===== src/rtl/exec_unit.sv =====
// exec_unit: execute stage of the 8-bit CPU; ALU ops plus register-file writeback.
// Optional iterative shift-add multiply is compiled in when EXEC_MUL_EN is defined.
module exec_unit #(
  parameter int DataBusWidth = 8,
  parameter int AddrBusWidth = 3
) (
  input  logic                    clk,
  input  logic                    nRst,
  input  logic                    start,
  input  logic [3:0]              op,
  input  logic [DataBusWidth-1:0] opA,
  input  logic [DataBusWidth-1:0] opB,
  input  logic [AddrBusWidth-1:0] dest,
  output logic                    busy,
  output logic                    done,
  output logic [DataBusWidth-1:0] wbData,
  output logic [AddrBusWidth-1:0] wbAddr,
  output logic                    wbLoad,
  output logic                    flagZ,
  output logic                    flagC,
  output logic                    flagN
);
  localparam int W = DataBusWidth;

  localparam logic [3:0] OP_ADD = 4'd0;
  localparam logic [3:0] OP_SUB = 4'd1;
  localparam logic [3:0] OP_AND = 4'd2;
  localparam logic [3:0] OP_OR  = 4'd3;
  localparam logic [3:0] OP_XOR = 4'd4;
  localparam logic [3:0] OP_NOT = 4'd5;
  localparam logic [3:0] OP_SHL = 4'd6;
  localparam logic [3:0] OP_SHR = 4'd7;
  localparam logic [3:0] OP_MOV = 4'd8;
  localparam logic [3:0] OP_MUL = 4'd9;
  localparam logic [3:0] OP_CMP = 4'd10;

  logic [W:0]              sum_s;
  logic [W-1:0]            res_s;
  logic                    c_s;
  logic                    upd_s;
  logic                    wr_s;
  logic                    issue_s;
  logic                    mul_op_s;
  logic                    mul_fin_s;
  logic [2*W-1:0]          mul_res_s;
  logic [AddrBusWidth-1:0] mul_dest_s;

  logic [W-1:0]            data_r;
  logic [AddrBusWidth-1:0] addr_r;
  logic                    done_r;
  logic                    load_r;
  logic                    z_r;
  logic                    c_r;
  logic                    n_r;

  // Single-cycle ALU: result, carry and whether flags / register file get updated
  always_comb begin
    sum_s = '0;
    res_s = '0;
    c_s   = 1'b0;
    upd_s = 1'b1;
    wr_s  = 1'b1;
    case (op)
      OP_ADD: begin
        sum_s = {1'b0, opA} + {1'b0, opB};
        res_s = sum_s[W-1:0];
        c_s   = sum_s[W];
      end
      OP_SUB, OP_CMP: begin
        // borrow out of the extended subtraction is exactly A < B unsigned
        sum_s = {1'b0, opA} - {1'b0, opB};
        res_s = sum_s[W-1:0];
        c_s   = sum_s[W];
        if (op == OP_CMP) begin
          wr_s = 1'b0;
        end else begin
          wr_s = 1'b1;
        end
      end
      OP_AND: res_s = opA & opB;
      OP_OR:  res_s = opA | opB;
      OP_XOR: res_s = opA ^ opB;
      OP_NOT: res_s = ~opA;
      OP_SHL: begin
        res_s = opA << 1;
        c_s   = opA[W-1];
      end
      OP_SHR: begin
        res_s = opA >> 1;
        c_s   = opA[0];
      end
      OP_MOV: res_s = opB;
      default: begin
        upd_s = 1'b0;
        wr_s  = 1'b0;
      end
    endcase
  end

`ifdef EXEC_MUL_EN
  localparam int CW = $clog2(W);
  localparam logic [CW-1:0] CNT_LAST = CW'(W - 1);

  typedef enum logic [0:0] {ST_IDLE = 1'b0, ST_MUL = 1'b1} state_t;

  state_t                  state_r;
  state_t                  state_nxt_s;
  logic [2*W-1:0]          acc_r;
  logic [2*W-1:0]          acc_nxt_s;
  logic [2*W-1:0]          mcand_r;
  logic [W-1:0]            mplier_r;
  logic [CW-1:0]           cnt_r;
  logic [AddrBusWidth-1:0] mdest_r;
  logic                    busy_r;

  assign mul_op_s   = (op == OP_MUL);
  assign issue_s    = start && (state_r == ST_IDLE);
  assign mul_fin_s  = (state_r == ST_MUL) && (cnt_r == CNT_LAST);
  assign mul_res_s  = acc_nxt_s;
  assign mul_dest_s = mdest_r;
  assign busy       = busy_r;

  // Next-state logic: leave IDLE on a multiply issue, return after the last step
  always_comb begin
    state_nxt_s = state_r;
    case (state_r)
      ST_IDLE: begin
        if (start && mul_op_s) begin
          state_nxt_s = ST_MUL;
        end else begin
          state_nxt_s = ST_IDLE;
        end
      end
      ST_MUL: begin
        if (cnt_r == CNT_LAST) begin
          state_nxt_s = ST_IDLE;
        end else begin
          state_nxt_s = ST_MUL;
        end
      end
      default: state_nxt_s = ST_IDLE;
    endcase
  end

  // One shift-add step: add the shifted multiplicand when the multiplier LSB is set
  always_comb begin
    if (mplier_r[0]) begin
      acc_nxt_s = acc_r + mcand_r;
    end else begin
      acc_nxt_s = acc_r;
    end
  end

  // Multiplier state register and datapath
  always_ff @(posedge clk) begin
    if (!nRst) begin
      state_r  <= ST_IDLE;
      busy_r   <= 1'b0;
      acc_r    <= '0;
      mcand_r  <= '0;
      mplier_r <= '0;
      cnt_r    <= '0;
      mdest_r  <= '0;
    end else begin
      state_r <= state_nxt_s;
      case (state_r)
        ST_IDLE: begin
          if (start && mul_op_s) begin
            mcand_r  <= {{W{1'b0}}, opA};
            mplier_r <= opB;
            acc_r    <= '0;
            cnt_r    <= '0;
            mdest_r  <= dest;
            busy_r   <= 1'b1;
          end else begin
            busy_r   <= 1'b0;
          end
        end
        ST_MUL: begin
          acc_r    <= acc_nxt_s;
          mcand_r  <= mcand_r << 1;
          mplier_r <= mplier_r >> 1;
          cnt_r    <= cnt_r + CW'(1);
          busy_r   <= (cnt_r != CNT_LAST);
        end
        default: busy_r <= 1'b0;
      endcase
    end
  end
`else
  assign mul_op_s   = 1'b0;
  assign issue_s    = start;
  assign mul_fin_s  = 1'b0;
  assign mul_res_s  = '0;
  assign mul_dest_s = '0;
  assign busy       = 1'b0;
`endif

  // Writeback port and status flags; done/wbLoad are single-cycle pulses
  always_ff @(posedge clk) begin
    if (!nRst) begin
      data_r <= '0;
      addr_r <= '0;
      done_r <= 1'b0;
      load_r <= 1'b0;
      z_r    <= 1'b0;
      c_r    <= 1'b0;
      n_r    <= 1'b0;
    end else if (mul_fin_s) begin
      done_r <= 1'b1;
      load_r <= 1'b1;
      data_r <= mul_res_s[W-1:0];
      addr_r <= mul_dest_s;
      z_r    <= (mul_res_s[W-1:0] == '0);
      n_r    <= mul_res_s[W-1];
      c_r    <= |mul_res_s[2*W-1:W];
    end else if (issue_s && !mul_op_s) begin
      done_r <= 1'b1;
      load_r <= wr_s;
      if (wr_s) begin
        data_r <= res_s;
        addr_r <= dest;
      end
      if (upd_s) begin
        z_r <= (res_s == '0);
        n_r <= res_s[W-1];
        c_r <= c_s;
      end
    end else begin
      done_r <= 1'b0;
      load_r <= 1'b0;
    end
  end

  assign done   = done_r;
  assign wbLoad = load_r;
  assign wbData = data_r;
  assign wbAddr = addr_r;
  assign flagZ  = z_r;
  assign flagC  = c_r;
  assign flagN  = n_r;
endmodule


===== config.mk =====
export PLATFORM = sky130hd
export DESIGN_NAME = exec_unit
export DESIGN_NICKNAME = d
export VERILOG_FILES = /design/src/rtl/exec_unit.sv
export SDC_FILE = /design/constraint.sdc
export NUM_CORES = 1
export LEC_CHECK = 0
export ABC_AREA = 1
export ABC_CLOCK_PERIOD_IN_PS = 2300
export CAP_MARGIN = 0
export CORE_UTILIZATION = 45
export CTS_CLUSTER_DIAMETER = 80
export DETAILED_ROUTE_END_ITERATION = 10
export GPL_TIMING_DRIVEN = 0
export PLACE_DENSITY = 0.71
export SYNTH_ARGS = -nofsm -noshare
export SYNTH_HDL_FRONTEND = slang
export SYNTH_SLANG_ARGS = --single-unit

===== constraint.sdc =====
create_clock -name clk -period 2.3 [get_ports clk]
set_clock_uncertainty 0.15 [all_clocks]
set_input_delay 0.23 -clock clk [delete_from_list [all_inputs] [get_ports clk]]
set_output_delay 0.23 -clock clk [all_outputs]
set_load 0.01 [all_outputs]

Word level (Yosys, flattened, before mapping)
Index checks and enable logic that the tools add are counted.
- register bits after elaboration: 16
- input bits: 26
- output and inout port bits: 17
- word-level logic and storage cells: 36
- add/subtract/negate cells: 2
- equal/unequal tests: 9
- multiplexer cells: 6
- bitwise logic cells: 4
- reductions and logical operators: 8
- operators by type and width (cell ; count):
    $pmux 8 s9 ; 1
    $eq 4x3->1 const B ; 4
    $reduce_or 10->1 ; 1
    $add 8x8->9 ; 1
    $sub 8x8->9 ; 1
    $and 8x8->8 ; 1
    $eq 4x2->1 const B ; 2
    $eq 4x4->1 const B ; 2
    $logic_not 8->1 ; 1
    $not 8->8 ; 1
    $or 8x8->8 ; 1
    $reduce_or 8->1 ; 1
    $xor 8x8->8 ; 1
    $reduce_and 2->1 ; 3
    $eq 4x1->1 const B ; 1
    $logic_not 4->1 ; 1
    $pmux 1 s4 ; 1
    $mux 1 ; 3
    $pmux 1 s2 ; 1
    $reduce_or 2->1 ; 1

Depth between registers and ports, before layout
Gate-level depths: netlist of the first run.
- depth after elaboration: 4
- gate-level depth with buffers: 17
- depth with buffers taken out: 16

Least setup slack after synthesis of the first run
Ideal clock, no wire load.
- path type: input to register
- start point: in opA[0]
- end point: reg z_r, in the netlist flagZ
- library setup time: 0.070 ns
- arrival time: 1.653 ns
- required time: 2.080 ns
- path slack: 0.428 ns
- stages on the path: 13
- path buffers: 0
- cells stage by stage: inv_1 -> ha_1 -> inv_1 -> fa_1 -> xor2_1 -> a21oi_2 -> nor2_1 -> nand2_1 -> nor2_1 -> nand2_1 -> nor2_1 -> nand4_1 -> a21oi_1
- cells in the longest elaborated chain, start to end: 3
- elaborated cells on any way between the ends: 8
- classes of those cells: 2 x add/sub; 1 x mux; 4 x bitwise; 1 x reduce/logical
- RTL lines (what ; RTL line ; source):
    start: declaration ; 11 ; input logic [DataBusWidth-1:0] opA,
    $sub 8x8->9, or another cell as far along ; 71 ; sum_s = {1'b0, opA} - {1'b0, opB};
    $pmux 8 s9 * ; 63 ; case (op)
    $logic_not 8->1 * ; 225 ; z_r <= (res_s == '0);
    end signal: assignment ; 214 ; z_r <= (mul_res_s[W-1:0] == '0);
    end signal: assignment ; 225 ;
    end: declaration ; 52 ; logic z_r;
Mark *: on every way between the ends. The rest lies on a longest branch, timed or not.
A chain may end at the register's enable or synchronous reset.

Worst setup path after layout of the first run
- start point: in op[3]
- end point: reg z_r, in the netlist flagZ
- cells in the longest elaborated chain, start to end: 4
- elaborated cells on any way between the ends: 16
- classes of those cells: 9 x eq/ne; 2 x mux; 5 x reduce/logical
- RTL lines (what ; RTL line ; source):
    start: declaration ; 10 ; input logic [3:0] op,
    $eq 4x4->1, or another cell as far along ; 63 ;
    $reduce_or 2->1 or $reduce_or 10->1 (tied branches) ; n/a ;
    $pmux 8 s9 or $mux 1 (tied branches) ; 63 ;
    $logic_not 8->1 or $reduce_and 2->1 (tied branches) ; n/a ;
Several ways; a longest one is shown, not always the timed one.

==> results of run 1 <==
[what timing repair did]
| item | 4_1_cts | 5_1_grt |
|---|---|---|
| endpoints found under the setup margin | 4 | 5 |
| cloned | 0 | 0 |
| buffers inserted | 0 | 2 |
| resized for setup | 9 | 34 |
| pin swaps | 1 | 6 |
[worst max-delay path by stage]
stage	start	end	depth (start not counted)
global placement	opB[0]	flagZ	13
detailed placement	opA[0]	flagZ	14
CTS	opA[5]	flagC	14
finish	op[3]	flagZ	11
floorplan	opA[0]	flagZ	13
global route	opB[3]	flagZ	13
[Yosys cell counts (all sizes together)]
cell type,instances
nor3,1
o22ai,1
nand2,92
o211ai,3
o32ai,1
o21bai,2
ha,24
fa,2
a21oi,11
nand3b,3
and3,1
o21a,3
nand3,56
and2,1
o21ai,18
conb,1
xor2,2
nor2,50
nand4,10
inv,59
buf,9
dfxtp,16
[per-stage QoR]
stage / setup slack (ns) / util [%]
after floorplan: 0.428 / -
after global placement: -0.332 / 58.8
after detailed placement: -0.358 / 58.8
after CTS: 0.0175 / 60.1
after global routing: 0.000382 / 62.6
final: 0.128 / 62.6
[logic make-up (layout without fill, tap and decap cells)]
group                      Yosys count  in the layout
AOI/OAI and AO/OA                   39             39
xor gates and xnor gates             2              2
adders and majority gates           26             26
buffers and inverters               68            115
DFF                                 16             16
other                                1              1
and+or+nand+nor                    214            214
[worst reg2reg max path, cell delays in order (launching register included)]
cell and delay (ns):
sky130_fd_sc_hd__dfxtp_1 0.31, sky130_fd_sc_hd__o21ai_0 0.19, sky130_fd_sc_hd__o21bai_1 0.14, sky130_fd_sc_hd__inv_1 0.05
[power groups by stage]
stage	Clock, mW	Sequential, mW	Combinational (mW)
after floorplan	0	0.320	0.264
after global placement	0	0.310	0.442
after detailed placement	0	0.311	0.446
after CTS	0.255	0.305	0.447
after global routing	0.258	0.307	0.538
final	0.246	0.305	0.485
[per-layer routing]
metal  track usage [%]  part of all wire (%)  up-vias
met4              2.40                   1.2        0
met3              3.23                   6.4        9
met1              36.6                    48     1126
met5                 0                     0        -
li1                  -                     -     1267
met2              43.4                    45       86
[sequential cells by signal, summed over array words and instances, names as in the netlist]
| signal | cells |
|---|---|
| done | 1 |
| flagC | 1 |
| flagN | 1 |
| flagZ | 1 |
| wbAddr | 3 |
| wbData | 8 |
| wbLoad | 1 |
[final cells by class]
class / instances / area [µm²] / share of cell area (%)
buffer: 9 / 81.3 / 2.89
sequential: 16 / 320 / 11.4
multi-input combinational: 282 / 1640 / 58.1
tap: 52 / 65.1 / 2.31
clock buffer: 4 / 55.1 / 1.95
timing repair buffer: 43 / 439 / 15.6
inverter: 59 / 221 / 7.86
[layout by cell type, fill, tap and decap left out, drive strengths merged, types with 10 or more instances in the layout]
cell type      count
ha                24
buf               11
dfxtp             16
o21ai             18
clkdlybuf4s50     30
nand3             56
inv               59
a21oi             11
nand2             92
nor2              50
nand4             10
==> reports/results.md, run 1 <==
- **share of the synthesized area in the top cell type** 14.9%
- **Die ar.** 0.00511 mm²
- **type of the tightest min-delay check** flop to flop
- **part of the power in the clock network** 23.8%
- **Crit-path slowest cell** sky130_fd_sc_hd__clkdlybuf4s50_1
- **compound-cell area share of the yosys netlist** 10.5%
- **crit path max fanout** 8
- **CTS sink count** 16
- **arrival time reported for the critical path endpoint** 2.16 ns
- **synthesized area per cell** 5.93 µm²
- **top cells by area in the synthesized netlist** sky130_fd_sc_hd__nand2_1, sky130_fd_sc_hd__dfxtp_1, sky130_fd_sc_hd__ha_1
- **count of cells along the worst register-to-register path** 3
- **Final Non-Filler Cells** 465
- **min Tclk post-route** 2.17 ns
- **number of nets with antenna violations after routing** 0
- **area of the core region** 0.00450 mm²
- **synthesized-area fraction occupied by adder cells** 15.7%
- **classification of the worst setup path** input pin to flop
- **R2R Path Start** wbData[4]
- **dominant combinational cell family by area after synthesis** simple AND/OR/NAND/NOR gates
- **placement row count** 24
- **outcome** completed
- **CTS tree** done
- **floorplan die height** 71.5 µm
- **endpoint required time on the critical path** 2.29 ns
- **layout overhead on the synthesized area** 29.8%
- **Non-Filler Cell Area, Final** 0.00282 mm²
- **DRC** 0
- **xor and xnor area share after synthesis** 0.806%
- **Post-layout nets** 466
- **cell mode on critical path** sky130_fd_sc_hd__nor2_1
- **worst hold path stage count** 2
- **Net Sw Frac** 37.2%
- **1st-pass router iterations** 5
- **GRT Resource Usage Total** 25.7%
- **setup violators final** 0
- **warning count from the yosys run** 0
- **total of hold buffers inserted after clock tree synthesis** 0
- **sequential share of power** 29.4%
- **number of nets produced by synthesis** 418
- **sequential cell area fraction in the yosys report** 14.7%
- **ordered list of cells on the worst path** clkdlybuf4s50_1 > nor2_2 > nand2_2 > o21ai_0 > inv_1 > nand3_2 > nor2_1 > nand2_1 > nor2_1 > nand4_1 > a21oi_1
- **internal power** 0.650 mW
- **Leakage Power** 1.50 nW
- **Final TNS setup** 0 ns
- **maximum clock frequency** 461 MHz
- **fraction of layout instances using a drive strength above 1** 13.6%
- **weighted congestion at the end of routability-driven global placement** 0.951
- **Switching Power** 0.385 mW
- **setup repair after global routing missed its margin** false
- **number of pins with negative max-slew slack in the final report** 0
- **H-tree depth reported by CTS** 1
- **buffer type at the clock tree root** sky130_fd_sc_hd__clkbuf_8
- **Ports** 43
- **vias in the first global route** 2240
- **post-route total power** 1.04 mW
- **cts bufs inserted** 3
- **worst-margin pin slew** 0.561 ns
- **top cell family by delay on the critical path** simple AND/OR/NAND/NOR gates
- **power density normalized to cell area** 367 mW/mm²
- **synthesized netlist cell count** 366
- **Simple-Gate Fraction of Synth Area** 45.0%
- **relative slew slack** 62.5%
- **post-synth cell types** 32
- **standard cell area after detailed placement** 0.00265 mm²
- **Worst Setup End Kind** flop
- **layout filler cell count** 449
- **number of register bits inferred by synthesis** 16
- **number of antenna repair diodes** 0
- **total length of routed wires** 6400 µm
- **wire length of the first global-routing pass** 10400 µm
- **Crit Reg-Reg Endpoint** wbData[4]
- **combinational group share of total power** 46.8%
- **total number of vias** 2488
- **cell accounting for the most synthesized area** sky130_fd_sc_hd__nand2_1
- **effective utilization at floorplan** 48.2%
- **final number of hold-violating endpoints** 0
- **Final Cycle Share** 94.4%
- **capture endpoint of the worst hold path** flagZ
- **GRT Residual Overflow** 0
- **reg-to-reg slack, setup** 1.36 ns
- **count of buffers from port buffering** 41
- **detail-routed via count per cell** 5.35
- **pin count of the biggest net entering global routing** 11
- **number of buffers on the longest clock path** 2
- **startpoint type of the worst setup path** input pin
- **source-to-sink clock delay at the later pin of the worst-skew pair** 0.24 ns
- **WP buf/inv** 2
- **drt wl/cell** 13.8 µm
- **Die W** 71.5 µm
- **number of violations reported at the end of detailed-routing iteration 0** 166
- **detailed placement HPWL** 5010 µm
- **multiplexer share of the synthesized area** 0%
- **number of placed instances with taps included** 459
- **Hold Crit Start** flagZ
- **clock transition at the registers of the reported paths** 0.06 ns
- **Synth Cell Area** 0.00217 mm²
- **max incr delay on CP** 0.54 ns
- **worst vdd ir** 0.357 mV
- **worst-case hold slack** 0.316 ns
- **antenna violations before repair** 0
- **max-cap check violation count** 0
Note: power is estimated with default switching activity, not from simulation.
==> run 2, diff against run 1 <==
--- a/config.mk
+++ b/config.mk
@@ -13,6 +13,7 @@
 export DETAILED_ROUTE_END_ITERATION = 10
 export GPL_TIMING_DRIVEN = 0
 export PLACE_DENSITY = 0.71
+export SKIP_LAST_GASP = 1
 export SYNTH_ARGS = -nofsm -noshare
 export SYNTH_HDL_FRONTEND = slang
 export SYNTH_SLANG_ARGS = --single-unit
==> results of run 2 <==
Final layout, timing and power as in run 1 (identical DEF).
